[src/rtl/sdram_req_scheduler.sv]
// Weighted round-robin scheduler for the shared SDRAM controller request port.
// Grant classes: starved ports, then priority ports, then everyone. A granted port
// may keep the controller for up to its quota of back-to-back transactions, and
// grants only change once the controller has gone idle.
module sdram_req_scheduler #(
  parameter int unsigned PORTS     = 3,
  parameter int unsigned QW        = 4,
  parameter int unsigned AGE_LIMIT = 64
) (
  input  logic                  sdram_clk,
  input  logic                  sdram_rst_n,
  input  logic [PORTS-1:0]      req_acc_i,
  input  logic [PORTS-1:0]      req_we_i,
  input  logic [PORTS*32-1:0]   req_adr_i,
  input  logic [PORTS*32-1:0]   req_dat_i,
  input  logic [PORTS*4-1:0]    req_sel_i,
  input  logic [PORTS*4-1:0]    req_buf_width_i,
  output logic [PORTS-1:0]      req_ack_o,
  input  logic [PORTS-1:0]      prio_i,
  input  logic [PORTS*QW-1:0]   quota_i,
  input  logic                  sdram_idle_i,
  input  logic                  ack_i,
  output logic [31:0]           adr_o,
  output logic [31:0]           dat_o,
  output logic [3:0]            sel_o,
  output logic [3:0]            buf_width_o,
  output logic                  we_o,
  output logic                  acc_o,
  output logic [PORTS-1:0]      grant_o,
  output logic                  grant_valid_o
);

  localparam int unsigned IW = (PORTS > 1) ? $clog2(PORTS) : 1;
  localparam int unsigned AW = $clog2(AGE_LIMIT + 1);

  typedef enum logic [1:0] {
    StIdle  = 2'd0,
    StBusy  = 2'd1,
    StDrain = 2'd2
  } state_e;

  state_e                    state_q, state_d;
  logic [PORTS-1:0]          grant_q, grant_d;
  logic [IW-1:0]             last_q, last_d;
  logic [QW-1:0]             txn_cnt_q, txn_cnt_d;
  logic [PORTS-1:0]          req_acc_q;
  logic [PORTS-1:0][AW-1:0]  age_q, age_d;

  logic [PORTS-1:0]          starved;
  logic [PORTS-1:0]          cand;
  logic [PORTS-1:0]          win_onehot;
  logic [IW-1:0]             win_idx;
  logic                      win_found;
  logic                      grant_load;
  logic                      req_g, req_prev_g, prio_g, keep;
  logic [QW-1:0]             quota_g, eff_quota_g;

  // Class selection and round-robin pick starting just after the last grant
  always_comb begin
    int unsigned idx;
    idx        = 0;
    win_found  = 1'b0;
    win_idx    = '0;
    for (int p = 0; p < PORTS; p++) begin
      starved[p] = (age_q[p] == AW'(AGE_LIMIT));
    end
    if ((starved & req_acc_i) != '0) begin
      cand = starved & req_acc_i;
    end else if ((prio_i & req_acc_i) != '0) begin
      cand = prio_i & req_acc_i;
    end else begin
      cand = req_acc_i;
    end
    for (int unsigned i = 1; i <= PORTS; i++) begin
      idx = 32'(last_q) + i;
      if (idx >= PORTS) idx = idx - PORTS;
      if (!win_found && cand[IW'(idx)]) begin
        win_found = 1'b1;
        win_idx   = IW'(idx);
      end
    end
    win_onehot = {{(PORTS-1){1'b0}}, 1'b1} << win_idx;
  end

  // Hold-over qualification for the current owner
  always_comb begin
    quota_g = '0;
    for (int p = 0; p < PORTS; p++) begin
      if (grant_q[p]) quota_g = quota_g | quota_i[p*QW +: QW];
    end
    eff_quota_g = (quota_g == '0) ? QW'(1) : quota_g;
    req_g       = |(req_acc_i & grant_q);
    req_prev_g  = |(req_acc_q & grant_q);
    prio_g      = |(prio_i & grant_q);
    keep        = req_g && (txn_cnt_q < eff_quota_g)
                  && ((starved & req_acc_i & ~grant_q) == '0)
                  && (prio_g || ((prio_i & req_acc_i & ~grant_q) == '0));
  end

  // FSM next state, grant and transaction count
  always_comb begin
    state_d    = state_q;
    grant_d    = grant_q;
    last_d     = last_q;
    txn_cnt_d  = txn_cnt_q;
    grant_load = 1'b0;
    unique case (state_q)
      StIdle: begin
        if (sdram_idle_i && (req_acc_i != '0)) begin
          grant_load = 1'b1;
          state_d    = StBusy;
        end
      end
      StBusy: begin
        // Owner dropping its request marks the end of one transaction
        if (req_prev_g && !req_g) begin
          state_d = StDrain;
          if (txn_cnt_q != '1) txn_cnt_d = txn_cnt_q + QW'(1);
        end
      end
      StDrain: begin
        if (sdram_idle_i) begin
          if (keep) begin
            state_d = StBusy;
          end else if (req_acc_i != '0) begin
            grant_load = 1'b1;
            state_d    = StBusy;
          end else begin
            state_d = StIdle;
            grant_d = '0;
          end
        end
      end
      default: state_d = StIdle;
    endcase
    if (grant_load) begin
      grant_d   = win_onehot;
      last_d    = win_idx;
      txn_cnt_d = '0;
    end
  end

  // Per-port waiting age, cleared on grant or when the request goes away
  always_comb begin
    age_d = age_q;
    for (int p = 0; p < PORTS; p++) begin
      if (!req_acc_i[p] || (grant_load && win_onehot[p])) begin
        age_d[p] = '0;
      end else if (!grant_q[p] && (age_q[p] != AW'(AGE_LIMIT))) begin
        age_d[p] = age_q[p] + AW'(1);
      end
    end
  end

  // State registers
  always_ff @(posedge sdram_clk or negedge sdram_rst_n) begin
    if (!sdram_rst_n) begin
      state_q   <= StIdle;
      grant_q   <= '0;
      last_q    <= IW'(PORTS - 1);
      txn_cnt_q <= '0;
      req_acc_q <= '0;
      age_q     <= '0;
    end else begin
      state_q   <= state_d;
      grant_q   <= grant_d;
      last_q    <= last_d;
      txn_cnt_q <= txn_cnt_d;
      req_acc_q <= req_acc_i;
      age_q     <= age_d;
    end
  end

  // Output muxes from the granted port; all zero when nothing is granted
  always_comb begin
    adr_o       = '0;
    dat_o       = '0;
    sel_o       = '0;
    buf_width_o = '0;
    we_o        = 1'b0;
    for (int p = 0; p < PORTS; p++) begin
      if (grant_q[p]) begin
        adr_o       = adr_o | req_adr_i[p*32 +: 32];
        dat_o       = dat_o | req_dat_i[p*32 +: 32];
        sel_o       = sel_o | req_sel_i[p*4 +: 4];
        buf_width_o = buf_width_o | req_buf_width_i[p*4 +: 4];
        we_o        = we_o | req_we_i[p];
      end
    end
    acc_o         = (state_q == StBusy) && req_g;
    grant_o       = grant_q;
    grant_valid_o = (state_q != StIdle);
    // Ack follows the grant in any state so a late ack still reaches its owner
    req_ack_o     = {PORTS{ack_i}} & grant_q;
  end

endmodule
[config.mk]
export PLATFORM = sky130hd
export DESIGN_NAME = sdram_req_scheduler
export DESIGN_NICKNAME = d
export VERILOG_FILES = /design/src/rtl/sdram_req_scheduler.sv
export SDC_FILE = /design/constraint.sdc
export NUM_CORES = 1
export LEC_CHECK = 0
export ABC_CLOCK_PERIOD_IN_PS = 7500
export BUFFER_PORTS_ARGS = -buffer_cell sky130_fd_sc_hd__buf_2
export CORE_AREA = 2 2 123 125
export DETAILED_ROUTE_END_ITERATION = 7
export DIE_AREA = 0 0 125 127
export PLACE_DENSITY = 0.64
export SLEW_MARGIN = 0
export SYNTH_ARGS = -nofsm -noshare
export SYNTH_HDL_FRONTEND = slang
export SYNTH_SLANG_ARGS = --single-unit
[constraint.sdc]
create_clock -name sdram_clk -period 7.5 [get_ports sdram_clk]
set_input_delay 1.5 -clock sdram_clk [delete_from_list [all_inputs] [get_ports sdram_clk]]
set_output_delay 1.5 -clock sdram_clk [all_outputs]
set_load 0.01 [all_outputs]
==> results.cfg, run 1 <==
[floorplanning]
io_pins = 322
rows = 44
die-area_um2 = 15900
start_util_pct = 24.0
core_um2 = 14400
die_w_um = 125
die_height_um = 127

[worst_setup_path]
crit_top_cell = buf_2
max_stage_delay_ps = 740
crit_path_max_fanout = 1
critPathKind = input pin to output port
critPathArrivalTime_ps = 2600
slowest_stage = a222oi_1
crit_path_end_kind = output port
start_kind = input pin
path_cells = buf_2, a222oi_1, inv_1, buf_2
required_ps = 6000

[drt]
initialDrtViolationCount = 484
antenna_left = 0
drt_wl_total_um = 20300
viasPerCell = 5.38
firstDrtPassIters = 6
vias = 4867
drc = 0
wl_per_cell_um = 22.5

[yosys]
yosysUniqueCellTypes = 55
synthTopCellsByArea = dfrtp_1, a222oi_1, inv_1
synth_common_cells = inv_1, a222oi_1, dfrtp_1
syn-instance-count = 420
synth-async-reset-ratio_pct = 100
yosysWarnings = 0
ys_ff_latch = 35
ys_seq_area_share_pct = 25.3
synth_most_common_cell = inv_1
syn-num-nets = 674
yosysTopAreaCellShare_pct = 24.5
syn_avg_cell_area_um2 = 8.25
synth-main-ff-cell = dfrtp_1
synthesis.area_um2 = 3470
synth_area_leader_cell = dfrtp_1
synth_edf_count = 0

[sta]
setup_viol = 0
period_needed_ps = 4100
rsz0062_at_grt = no
hold_viol = 0
drv_slew = 0
fin_skew_ps = 7.64
post-route-period-util_pct = 54.6
tightest_slew_ps = 823
maxSlewHeadroom_pct = 45.2
fmax_mhz = 244
fin_tns_setup_ps = 0

[global_routing]
grt_overflow = 0
grtUsageTotal_pct = 24.2
grt_max_degree = 62
grt_pass1_vias = 4668
antenna_found_initial = 7
grt_pass1_wl_um = 28500

[layout]
final_util_pct = 37.0
fillers = 1552
seq_area_um2 = 881
syn_to_final_growth_pct = 53.8
stdcell_count = 905
fin_area_um2 = 5330
nets = 971
multi_input_area_um2 = 2120
drive_gt1_share_pct = 47.9

[clocking]
clkLatencyLatePin_ps = 290
cts_buffer_depth = 2
cts_sinks = 35
cts_tree = built
cts_hold_buf = 0
clk_pin_slew_worst_paths_ps = 50
htreeDepth = 2
post_cts_resized = 0
cts_buffers = 5
cts_root_buf = clkbuf_16
post-cts-setup-buffers = 0

[placed_design]
dp.cells = 894
placed_cell_area_um2 = 5190
dp.final_hpwl_um = 16900
place.gp.congestion = 0.885
portBuffers = 321

[run_status]
status = finished, final reports clean

[power_and_ir_drop]
peakVddDrop_uv = 101
leakagePower_nw = 3.11
pwr_density_cell_nw_per_um2 = 290

[flow_run]
max_cap_violations = 0

[worst_hold_path]
holdCritPathClass = flip-flop to flip-flop
==> routing by layer <==
metal	global-route usage, %	vias to the layer above	share of wire, %
li1	-	2247	-
met1	24.0	2354	33
met2	50.2	237	58
met3	2.81	29	4.9
met4	9.74	0	3.4
met5	0	-	0
==> where the power goes <==
group / total (mW) / internal [mW] / switching (mW)
Clock: 0.200 / 0.123 / 0.0761
Sequential: 0.323 / 0.225 / 0.0987
Combinational: 1.02 / 0.419 / 0.603
==> final cells by class <==
cell class | instances | share of cell area [%]
repair buffers | 325 | 30.7
well taps | 184 | 4.32
inverters | 86 | 6.05
flip-flops and latches | 35 | 16.5
diodes | 3 | 0.141
clock buffers | 8 | 2.56
multi-input cells | 264 | 39.7
==> cell usage in the layout, fill, tap and decap left out, types with 4 or more instances in the layout <==
cell       Yosys  final
a211oi_1      11     11
a21oi_1       19     19
a222oi_1      80     80
and2_1         4      4
and3_1         4      4
buf_2          2    321
buf_4          0      4
clkbuf_16      0      5
dfrtp_1       34     31
ha_1          13     13
inv_1         86     86
nand2_1       18     18
nand3_1       13     13
nand4_1        5      5
nor2_1        11     11
nor2b_1        6      6
o21ai_0        4      4
xnor2_1       13     13
xor2_1         4      4
==> sequential cells by signal, indices dropped and copies added, names as in the netlist <==
| register | count |
|---|---|
| age_q | 21 |
| txn_cnt_q | 4 |
| grant_o | 3 |
| req_acc_q | 3 |
| last_q | 2 |
| state_q | 2 |
==> critical path: cells and delay by family <==
kind                   cells  cell delay (ps)
AOI/OAI and AO/OA          1              740
buffers and inverters      3              360
==> through the flow <==
step	total power, mW	setup slack [ps]	hold WS [ps]
after floorplan	0.912	3830	487
after global placement	1.36	3440	511
after detailed placement	1.35	3370	531
after CTS	1.56	3470	538
after global routing	1.67	3460	559
final	1.54	3400	543
==> final timing paths <==
check,from,endpoint,slack (ps),cells past startpoint
max,req_dat_i[47],dat_o[15],3400,4
min,last_q[1],last_q[1],540,2
max reg2reg,grant_o[0],age_q[15],4280,8
min reg2reg,last_q[1],last_q[1],540,2
max in group asynchronous,sdram_rst_n,grant_o[1],5640,1
min in group asynchronous,sdram_rst_n,age_q[0],1300,1
==> cells by family (layout without fill, tap and decap cells) <==
kind of cell	Yosys count	count (layout)	share of synthesized area, %
XOR/XNOR	17	17	4.30
other	0	3	0
flip-flops	35	35	25.3
multiplexers	3	3	0.866
adder cells (fa/ha/maj)	13	13	4.69
buffers and inverters	121	419	13.6
AO/OA/AOI/OAI	145	145	36.8
AND/OR/NAND/NOR	86	86	14.4
Power figures use the tool's default switching activity.
==> run 2: changes to the inputs <==
Settings changed: ABC_CLOCK_PERIOD_IN_PS 7500 to 4300, CORE_AREA 2 2 123 125 to 2 2 124 126, DIE_AREA 0 0 125 127 to 0 0 126 128, PLACE_DENSITY 0.64 to 0.63.
Clock period 7.5 ns to 4.3 ns, I/O delays scaled along.
==> results.cfg, run 2 (synthesis results as in run 1) <==
[clocking]
clkLatencyLatePin_ps = 280
cts_buffer_depth = 2
cts_tree = built
cts_root_buf = clkbuf_16
post_cts_resized = 0
post-cts-setup-buffers = 0
htreeDepth = 2
cts_sinks = 35
cts_hold_buf = 0
cts_buffers = 5
clk_pin_slew_worst_paths_ps = 60

[sta]
fmax_mhz = 316
post-route-period-util_pct = 73.7
maxSlewHeadroom_pct = 45.8
setup_ws_ps = 1130
fin_skew_ps = 4.24
drv_slew = 0
rsz0062_at_grt = no
fin_tns_setup_ps = 0
hold_viol = 0
tightest_slew_ps = 813
setup_viol = 0
period_needed_ps = 3170

[layout]
fin_area_um2 = 5360
multi_input_area_um2 = 2120
fillers = 1648
top_regs = age_q (21), txn_cnt_q (4)
top_register = age_q
nets = 973
mostFrequentLayoutCells = buf_2, inv_1, a222oi_1, dfrtp_1, a21oi_1
final_util_pct = 36.0
seq_area_um2 = 881
syn_to_final_growth_pct = 54.5
largest_register_ffs = 21
final_common_cell = buf_2
drive_gt1_share_pct = 48.3

[global_routing]
grt_pass1_wl_um = 27900
antenna_found_initial = 3
grtUsageTotal_pct = 23.0
grt_overflow = 0
grt_pass1_vias = 4705
grt_max_degree = 49

[floorplanning]
die_w_um = 126
core_um2 = 14900
start_util_pct = 23.3
die-area_um2 = 16100
rows = 45
die_height_um = 128
io_pins = 322

[worst_setup_path]
path_cells = buf_4, a222oi_1, inv_1, buf_2
slowest_stage = dfrtp_2
start_kind = flip-flop
crit_path_max_fanout = 48
timing.rr.start = grant_o[0]
critPathKind = flip-flop to output port
reg2reg_slack_ps = 1130
max_stage_delay_ps = 670
critPathArrivalTime_ps = 2310
crit_path_end_kind = output port
r2r_end = age_q[18]
required_ps = 3440
rr_worst_depth = 8

[placed_design]
place.gp.congestion = 0.972
placed_cell_area_um2 = 5210
dp.final_hpwl_um = 16600
place_ws_ps = 1020
portBuffers = 321

[drt]
wl_per_cell_um = 21.7
vias = 4907
initialDrtViolationCount = 457
antenna_left = 0
viasPerCell = 5.39
drt_wl_total_um = 19800
drc = 0
firstDrtPassIters = 6

[run_status]
status = finished, final reports clean

[flow_run]
max_cap_violations = 0

[worst_hold_path]
hold_depth = 2
min_to = last_q[1]
holdCritPathClass = flip-flop to flip-flop
worstHoldStart = last_q[1]

[power_and_ir_drop]
leakagePower_nw = 3.12
pwr_density_cell_nw_per_um2 = 506
peakVddDrop_uv = 216
run 2: cell count changes in the layout (fill, tap and decap cells not counted), sizes merged:
cell	delta
clkinv	+1
clkinvlp	+1
clkbuf	-2
buf	+2
run 2: critical path, delay by kind of cell (launching register included):
family / cells / cell delay (ps)
compound gates: 1 / 640
buf+inv: 3 / 690
flops: 1 / 670
run 2: power breakdown:
group / switching (mW) / internal [mW] / total [mW]
logic: 1.07 / 0.737 / 1.81
registers: 0.156 / 0.392 / 0.548
clock network: 0.140 / 0.214 / 0.354
run 2: per-stage QoR:
stage	power [mW]	std cells	hold WS [ps]
after floorplan	1.59	420	487
after global placement	2.37	900	536
after detailed placement	2.36	900	531
after CTS	2.73	908	543
after global routing	2.92	911	573
final	2.71	911	540
run 2: layout make-up:
class | instances | share of cell area, %
Clock inverter | 2 | 0.234
Tap cell | 188 | 4.39
Antenna cell | 3 | 0.140
Clock buffer | 6 | 2.41
Inverter | 86 | 6.03
Multi-Input combinational cell | 264 | 39.5
Timing Repair Buffer | 327 | 30.8
Sequential cell | 35 | 16.4
run 2: per-layer routing:
layer	part of all wire [%]	wire, um	GRT usage (%)
met5	0	0	0
met4	5.1	1010	11.9
met3	5.1	1010	2.80
met2	55	10900	45.2
met1	35	6840	23.8
run 2: how the worst max path moves through the flow:
stage	start	endpoint	slack, ps	cells after the start
final	grant_o[0]	dat_o[17]	1130	4
after global routing	grant_o[0]	age_q[20]	870	8
after CTS	grant_o[0]	dat_o[22]	1100	4
after detailed placement	quota_i[6]	grant_o[2]	1020	10
after global placement	quota_i[6]	grant_o[2]	1070	10
after floorplan	quota_i[6]	grant_o[2]	1360	10
==> run 3: changes to the inputs <==
Settings changed: ABC_CLOCK_PERIOD_IN_PS 4300 to 3300.
Clock period 4.3 ns to 3.3 ns, I/O delays scaled along.
==> results.cfg, run 3 (synthesis results as in run 1) <==
[sta]
maxSlewHeadroom_pct = 46.0
drv_slew = 0
rsz0062_at_grt = no
setup_ws_ps = 352
period_needed_ps = 2950
fin_tns_setup_ps = 0
setup_viol = 0
fin_skew_ps = 4.94
post-route-period-util_pct = 89.3
fmax_mhz = 339
hold_viol = 0
tightest_slew_ps = 809

[clocking]
cts_buffer_depth = 2
cts_sinks = 35
cts_tree = built
cts_buffers = 5
cts_hold_buf = 0
post-cts-setup-buffers = 0
clk_pin_slew_worst_paths_ps = 50
post_cts_resized = 0
cts_root_buf = clkbuf_16
clkLatencyLatePin_ps = 280
htreeDepth = 2

[placed_design]
portBuffers = 321
place.gp.congestion = 0.987
dp.final_hpwl_um = 16600
place_ws_ps = 216

[floorplanning]
die-area_um2 = 16100
die_height_um = 128
io_pins = 322
core_um2 = 14900
start_util_pct = 23.3
rows = 45
die_w_um = 126

[flow_run]
max_cap_violations = 0

[drt]
drc = 11
vias = 4851
antenna_left = 0
firstDrtPassIters = 8
initialDrtViolationCount = 539
viasPerCell = 5.30
drt_wl_total_um = 19600
wl_per_cell_um = 21.4

[layout]
final_util_pct = 36.3
drive_gt1_share_pct = 48.7
largest_register_ffs = 21
final_common_cell = buf_2
mostFrequentLayoutCells = buf_2, inv_1, a222oi_1, dfrtp_1, a21oi_1
top_regs = age_q (21), txn_cnt_q (4)
nets = 978
fillers = 1653
top_register = age_q
multi_input_area_um2 = 2120
seq_area_um2 = 881
syn_to_final_growth_pct = 55.8

[worst_setup_path]
crit_path_end_kind = output port
required_ps = 2640
critPathArrivalTime_ps = 2290
start_kind = flip-flop
crit_path_max_fanout = 34
critPathKind = flip-flop to output port

[run_status]
status = finished, violations left
violations = design-rule violations

[global_routing]
grt_pass1_vias = 4671
grt_overflow = 0
grt_max_degree = 47
antenna_found_initial = 4
grt_pass1_wl_um = 27600
grtUsageTotal_pct = 22.9

[worst_hold_path]
holdCritPathClass = input pin to asynchronous set/reset pin

[power_and_ir_drop]
peakVddDrop_uv = 232
leakagePower_nw = 3.15
pwr_density_cell_nw_per_um2 = 662
[run 3: stage by stage]
step / std cells / power (mW) / hold WS [ps] / area (um^2)
global placement: 905 / 3.11 / 513 / 5250
finish: 916 / 3.57 / 462 / 5400
detailed placement: 905 / 3.11 / 513 / 5250
floorplan: 420 / 2.07 / 364 / 3470
CTS: 913 / 3.59 / 497 / 5390
global route: 916 / 3.85 / 538 / 5400
[run 3: final timing paths]
path / from / to / slack [ps] / cells after the start
worst max-delay path: grant_o[2] / dat_o[17] / 350 / 5
worst min-delay path: sdram_rst_n / age_q[0] / 460 / 1
worst max register to register: age_q[9] / grant_o[0] / 430 / 7
worst min register to register: last_q[1] / last_q[1] / 520 / 2
max in group asynchronous: sdram_rst_n / grant_o[2] / 2280 / 1
min in group sdram_clk: last_q[1] / last_q[1] / 520 / 2
[run 3: power by group]
part	internal, mW	switching (mW)
combinational	0.992	1.46
clock	0.299	0.179
sequential	0.513	0.130
[run 3: layout make-up]
class,count,share of cell area [%]
Antenna cell,3,0.139
Clock buffer,7,2.64
Clock inverter,1,0.0927
Inverter,86,5.98
Multi-Input combinational cell,264,39.2
Sequential cell,35,16.3
Tap cell,188,4.36
Timing Repair Buffer,332,31.3
[run 3: critical path, stage by stage, from the launching register on]
cell and delay, ps:
dfrtp_2 490, buf_4 210, buf_4 250, a222oi_1 760
inv_1 110, buf_2 180
[run 3: routing by layer]
layer	up-vias	track usage [%]	wire [um]
met1	2296	24.0	6720
met3	42	3.17	1080
met2	245	42.3	10400
met4	2	15.4	1360
met5	-	0	17
li1	2266	-	-
